==> src/rtl/coin_pkg.sv <==
// Shared constants and helpers for the coin input conditioner: coin widths,
// button count and the button-index to coin-value mapping.
package coin_pkg;

  localparam int unsigned COIN_W    = 3;
  localparam int unsigned NUM_COINS = 4;
  localparam int unsigned IDX_W     = 2;

  typedef logic [COIN_W-1:0] coin_t;
  typedef logic [IDX_W-1:0]  coin_idx_t;

  localparam coin_t COIN_V0 = 3'd1;
  localparam coin_t COIN_V1 = 3'd2;
  localparam coin_t COIN_V2 = 3'd3;
  localparam coin_t COIN_V3 = 3'd5;

  // Arbiter decision for one cycle: which pending button is moved into the buffer.
  typedef struct packed {
    logic      push;
    coin_idx_t idx;
  } coin_grant_t;

  function automatic coin_t coin_value_of(input coin_idx_t idx);
    coin_t val;
    case (idx)
      2'd0:    val = COIN_V0;
      2'd1:    val = COIN_V1;
      2'd2:    val = COIN_V2;
      default: val = COIN_V3;
    endcase
    return val;
  endfunction

endpackage

==> src/rtl/coin_debounce.sv <==
// One button: two-flop synchroniser, consecutive-sample debounce counter and
// stable level; press_c flags the stable 1->0 transition on the edge it happens.
module coin_debounce
  import coin_pkg::*;
#(
  parameter int unsigned DEBOUNCE_CYCLES = 50000,
  parameter int unsigned CNT_W           = 16
) (
  input  logic clk,
  input  logic reset,
  input  logic button_n,
  output logic press_c
);

  localparam logic [CNT_W-1:0] CNT_LAST = CNT_W'(DEBOUNCE_CYCLES - 1);

  logic             sync1;
  logic             sync2;
  logic             stable;
  logic [CNT_W-1:0] cnt;

  always_ff @(posedge clk) begin
    if (reset) begin
      sync1  <= 1'b1;
      sync2  <= 1'b1;
      stable <= 1'b1;
      cnt    <= '0;
    end else begin
      sync1 <= button_n;
      sync2 <= sync1;
      // Any sample that agrees with the stable level restarts qualification.
      if (sync2 == stable) begin
        cnt <= '0;
      end else if (cnt == CNT_LAST) begin
        stable <= sync2;
        cnt    <= '0;
      end else begin
        cnt <= cnt + CNT_W'(1);
      end
    end
  end

  assign press_c = stable && !sync2 && (cnt == CNT_LAST);

endmodule

==> src/rtl/coin_input_conditioner.sv <==
// Turns four raw active-low coin buttons into a valid/ready stream of coin tokens.
// Build option COIN_QUEUE_EN: FIFO_DEPTH-entry token FIFO; otherwise a single output register.
module coin_input_conditioner
  import coin_pkg::*;
#(
  parameter int unsigned DEBOUNCE_CYCLES = 50000,
  parameter int unsigned CNT_W           = 16,
  parameter int unsigned FIFO_DEPTH      = 4
) (
  input  logic                 clk,
  input  logic                 reset,
  input  logic [NUM_COINS-1:0] button_n,
  output logic                 coin_valid,
  output logic [COIN_W-1:0]    coin_value,
  input  logic                 coin_ready,
  output logic                 coin_drop
);

  if (DEBOUNCE_CYCLES < 2 || (DEBOUNCE_CYCLES >> CNT_W) != 0 || FIFO_DEPTH == 0) begin : g_param_err
    $error("coin_input_conditioner: illegal DEBOUNCE_CYCLES/CNT_W/FIFO_DEPTH");
  end

  logic [NUM_COINS-1:0] press_c;
  logic [NUM_COINS-1:0] pending;
  logic [NUM_COINS-1:0] clear_c;
  coin_grant_t          grant_c;
  coin_t                push_value_c;
  logic                 pop_c;
  logic                 full_c;

  for (genvar gi = 0; gi < NUM_COINS; gi++) begin : g_deb
    coin_debounce #(
      .DEBOUNCE_CYCLES(DEBOUNCE_CYCLES),
      .CNT_W          (CNT_W)
    ) u_deb (
      .clk     (clk),
      .reset   (reset),
      .button_n(button_n[gi]),
      .press_c (press_c[gi])
    );
  end

  // Lowest-index pending button wins; a pop in the same cycle frees a full buffer.
  always_comb begin
    logic found;
    found        = 1'b0;
    grant_c      = '0;
    clear_c      = '0;
    pop_c        = coin_valid && coin_ready;
    for (int i = 0; i < int'(NUM_COINS); i++) begin
      if (pending[i] && !found) begin
        found       = 1'b1;
        grant_c.idx = IDX_W'(i);
      end
    end
    grant_c.push = found && (!full_c || pop_c);
    if (grant_c.push) begin
      clear_c[grant_c.idx] = 1'b1;
    end
    push_value_c = coin_value_of(grant_c.idx);
  end

  // A press on a bit that is still pending (and not leaving this cycle) is lost.
  always_ff @(posedge clk) begin
    if (reset) begin
      pending   <= '0;
      coin_drop <= 1'b0;
    end else begin
      pending   <= (pending & ~clear_c) | press_c;
      coin_drop <= |(press_c & pending & ~clear_c);
    end
  end

`ifdef COIN_QUEUE_EN

  if (FIFO_DEPTH < 2 || (FIFO_DEPTH & (FIFO_DEPTH - 1)) != 0) begin : g_depth_err
    $error("coin_input_conditioner: FIFO_DEPTH must be a power of two >= 2");
  end

  localparam int unsigned PTR_W = $clog2(FIFO_DEPTH);

  coin_t          mem [FIFO_DEPTH];
  logic [PTR_W:0] wr_ptr;
  logic [PTR_W:0] rd_ptr;

  assign full_c = (wr_ptr[PTR_W] != rd_ptr[PTR_W]) &&
                  (wr_ptr[PTR_W-1:0] == rd_ptr[PTR_W-1:0]);

  always_ff @(posedge clk) begin
    if (reset) begin
      wr_ptr <= '0;
      rd_ptr <= '0;
      for (int i = 0; i < int'(FIFO_DEPTH); i++) begin
        mem[i] <= '0;
      end
    end else begin
      if (grant_c.push) begin
        mem[wr_ptr[PTR_W-1:0]] <= push_value_c;
        wr_ptr                 <= wr_ptr + (PTR_W+1)'(1);
      end
      if (pop_c) begin
        rd_ptr <= rd_ptr + (PTR_W+1)'(1);
      end
    end
  end

  assign coin_valid = (wr_ptr != rd_ptr);
  assign coin_value = mem[rd_ptr[PTR_W-1:0]];

`else

  logic  valid_q;
  coin_t value_q;

  assign full_c = valid_q;

  // Single output slot; the value only changes when a new token is loaded.
  always_ff @(posedge clk) begin
    if (reset) begin
      valid_q <= 1'b0;
      value_q <= '0;
    end else if (grant_c.push) begin
      valid_q <= 1'b1;
      value_q <= push_value_c;
    end else if (pop_c) begin
      valid_q <= 1'b0;
    end
  end

  assign coin_valid = valid_q;
  assign coin_value = value_q;

`endif

endmodule

==> config.mk <==
export PLATFORM = sky130hd
export DESIGN_NAME = coin_input_conditioner
export DESIGN_NICKNAME = d
export VERILOG_FILES = /design/src/rtl/coin_pkg.sv /design/src/rtl/coin_debounce.sv /design/src/rtl/coin_input_conditioner.sv
export SDC_FILE = /design/constraint.sdc
export NUM_CORES = 1
export LEC_CHECK = 0
export BUFFER_PORTS_ARGS = -buffer_cell sky130_fd_sc_hd__buf_4
export CORE_MARGIN = 3
export CORE_UTILIZATION = 60
export DETAILED_ROUTE_END_ITERATION = 8
export PLACE_DENSITY_LB_ADDON = 0.08
export REMOVE_ABC_BUFFERS = 1
export SYNTH_ARGS = -nofsm -noshare
export SYNTH_HDL_FRONTEND = slang
export SYNTH_HIERARCHICAL = 1
export SYNTH_SLANG_ARGS = --single-unit
==> constraint.sdc <==
create_clock -name clk -period 1.9 [get_ports clk]
set_input_delay 0.38 -clock clk [delete_from_list [all_inputs] [get_ports clk]]
set_output_delay 0.38 -clock clk [all_outputs]
set_load 0.05 [all_outputs]
==> results.md <==
- Clock skew: 0.00905 ns
- Reg2reg end: g_deb[3].u_deb/cnt[9]
- Row count: 28
- Core area: 6060 µm²
- Worst-margin pin slew: 0.484 ns
- Worst VDD drop: 551 µV
- CTS root buf: clkbuf_8
- Initial antenna violation count: 0
- Clock slew at reported path FFs: 0.08 ns
- Total wire length: 6400 µm
- Ys Warns: 6
- DRT Pass-1 Iters: 4
- Starting density of the core: 63.3%
- Synth Area in Adders: 4.24%
- CP required: 2.20 ns
- Syn Area/Cell: 9.14 µm²
- Top delay family on crit path: simple AND/OR/NAND/NOR gates
- Chip Width: 86.0 µm
- Setup crit end kind: register
- Final TNS setup: 0 ns
- Critical path depth in cells: 6
- HPWL after DPL: 4410 µm
- Via density: 5.44
- Clock Sinks: 85
- Clock Path Buffers: 2
- Syn-to-layout area delta: 7.53%
- H-tree depth: 3
- Buffers & Inverters on Critical Path: 1
- Reg2reg setup slack: 0.27 ns
- CP cell instances: ha_1 > and3_4 > and4_4 > or3_1 > buf_4 > nor2_1
- Cells after Synth: 420
- Ys async rst share: 0%
- NumNets Final: 456
- Worst Hold Path Cells: 2
- Largest cells by area after synthesis: dfxtp_1 44%, xnor2_1 11%, nor2_1 6.4%, ha_1 4.2%, nand3_1 3.4%
- Post-synth cell types: 35
- ANT nets after route: 0
- Yosys top cell by area: dfxtp_1
- Setup Crit Path Kind: register to register
- Post-CTS setup repair buffer count: 0
- N_diodes: 0
- Reg2Reg Launch Point: g_deb[3].u_deb/cnt[0]
- Crit-path max cell delay: 0.34 ns
- Port bufs: 11
- Post-synthesis compound-gate area fraction: 5.35%
- Critical Path Start Type: register
- Top cell type's share of synthesized area: 44.3%
- Num CTS Buffers: 9
- Synth top cells by count: 85 x dfxtp_1, 65 x nor2_1, 48 x xnor2_1
- Routability congestion estimate: 0.778
- WL/cell: 12.4 µm
- Worst endpoint data arrival time: 1.93 ns
- Period utilization: 85.8%
- Number of global-route vias before repair: 2665
- Tot GR Track Use: 19.7%
- Largest net degree at the start of global routing: 26
- Min-delay worst type: input pin to register
- Hold Path End: g_deb[2].u_deb/sync1
- Clock latency on the worst-skew pair: 0.36 ns
- Leak: 1.28 nW
- Setup ws final: 0.269 ns
- Yosys reg bits: 85
- XOR/XNOR Fraction of Synth Area: 12.8%
- Layout cells sized above 1: 13.6%
- Pwr Density: 710 nW/µm²
- Ys flop type: dfxtp_1
- Status: finished, final reports clean
- Chip height: 86.0 µm
- Slowest-stage cell, CP: dfxtp_1
- Pre-CTS setup slack: 0.121 ns
- Hold Path Origin: button_n[2]
- Most common cell in the synthesized netlist: dfxtp_1
- Max Fclk: 613 MHz
- # IOs: 12
- Reg2reg path depth: 6
- Fillers: 509
- Post-synth EDFFs: 0
- First-pass GRT wire length: 11700 µm
- Grt ovf: 0
- Initial DRC Count: 108
- CTS tree: done
- Slew Viols, Final: 0
- Slew headroom: 67.4%
- Final setup violation count: 0
- Minimum clock period after layout: 1.63 ns
- DRC viols: 0
- Synth Area in Simple Gates: 27.4%
- Post-synthesis mux area share: 0%
- RSZ-0062 raised after global routing: false
- Die area: 7390 µm²
- Post-synthesis cell area: 3840 µm²
- Fin. Hold Viols: 0
- Main combinational cell family by area after synthesis: simple AND/OR/NAND/NOR gates
- Max Fanout on Critical Path: 16
- Via count: 2801
- Max_cap viols: 0
- Post-synthesis sequential area ratio: 44.3%
-- cell usage in the layout, fill, tap and decap left out, drive strengths merged --
cell / count
a21boi: 4
a21oi: 8
a311o: 4
a311oi: 1
a41oi: 1
and2: 4
and2b: 1
and3: 4
and4: 4
buf: 15
clkbuf: 9
clkinv: 3
clkinvlp: 3
dfxtp: 85
ha: 13
inv: 34
nand2: 8
nand2b: 1
nand3: 26
nand4: 12
nor2: 73
nor2b: 1
nor3: 16
nor4: 17
nor4b: 4
nor4bb: 8
o211ai: 4
o21a: 1
o21ai: 6
o21ba: 1
or2: 8
or3: 4
or4: 1
xnor2: 48
xor2: 8
-- layer usage --
| metal | track usage (%) | up-vias | routed length [µm] |
|---|---|---|---|
| li1 | - | 1461 | - |
| met5 | 0 | - | 0 |
| met1 | 24.0 | 1292 | 3100 |
| met3 | 7.20 | 10 | 239 |
| met4 | 7.63 | 0 | 108 |
| met2 | 31.6 | 38 | 2950 |
-- per-stage QoR --
stage	cells	utilization, %	cell area (µm²)	total power, mW	hold slack, ns
3_5_place_dp	500	65.1	3950	1.88	0.393
2_1_floorplan	410	-	3740	1.86	0.389
5_1_grt	515	68.1	4130	3.05	0.187
4_1_cts	515	67.9	4110	2.97	0.187
6_report	515	68.1	4130	2.93	0.208
3_3_place_gp	500	65.1	3950	1.88	0.392
-- what timing repair did --
item,in CTS,in global routing
resized for setup,0,3
setup endpoints to repair,0,27
hold buffers,0,0
-- how the worst max path moves through the flow --
stage / slack [ns] / startpoint / end
after global routing: 0.13 / pending[2] / coin_drop
after CTS: 0.11 / g_deb[2].u_deb/cnt[0] / g_deb[2].u_deb/cnt[11]
final: 0.27 / g_deb[3].u_deb/cnt[0] / g_deb[3].u_deb/cnt[9]
after detailed placement: 0.12 / g_deb[1].u_deb/cnt[0] / g_deb[1].u_deb/cnt[4]
after floorplan: 0.32 / g_deb[0].u_deb/cnt[0] / g_deb[0].u_deb/cnt[12]
after global placement: 0.17 / g_deb[0].u_deb/cnt[9] / g_deb[0].u_deb/cnt[5]
-- worst register-to-register path, delay by kind of cell (launching register included) --
kind	cells	cell delay [ns]
buffers and inverters	1	0.21
DFF	1	0.34
adders and majority gates	1	0.24
and+or+nand+nor	4	0.79
-- flip-flops by register name (all words and copies together) (netlist names) --
name,cells
g_deb.u_deb/sync2,4
g_deb.u_deb/stable,4
pending,4
coin_value,3
g_deb.u_deb/cnt,64
coin_drop,1
coin_valid,1
g_deb.u_deb/sync1,4
-- cells by family after synthesis --
family / Yosys count
fa+ha+maj: 13
simple gates: 192
compound gates: 30
flops: 85
xor+xnor: 56
buf+inv: 44
-- report_power, final --
group	internal [mW]	total [mW]	switching [mW]	leakage (nW)
registers	1.79	1.79	0.00506	0.687
clock network	0.463	1.09	0.622	0.0771
logic	0.0214	0.0495	0.0281	0.517
total	2.27	2.93	0.655	1.28
-- cell type report --
class | instances | area, µm² | share of cell area (%)
sequential | 85 | 1700 | 41.2
timing repair buffer | 15 | 113 | 2.73
clock buffer | 9 | 124 | 3.00
inverter | 34 | 128 | 3.09
multi-input combinational | 291 | 1930 | 46.7
clock inverter | 6 | 41.3 | 1.00
tap | 75 | 93.8 | 2.27
(Power assumes the default switching activity.)
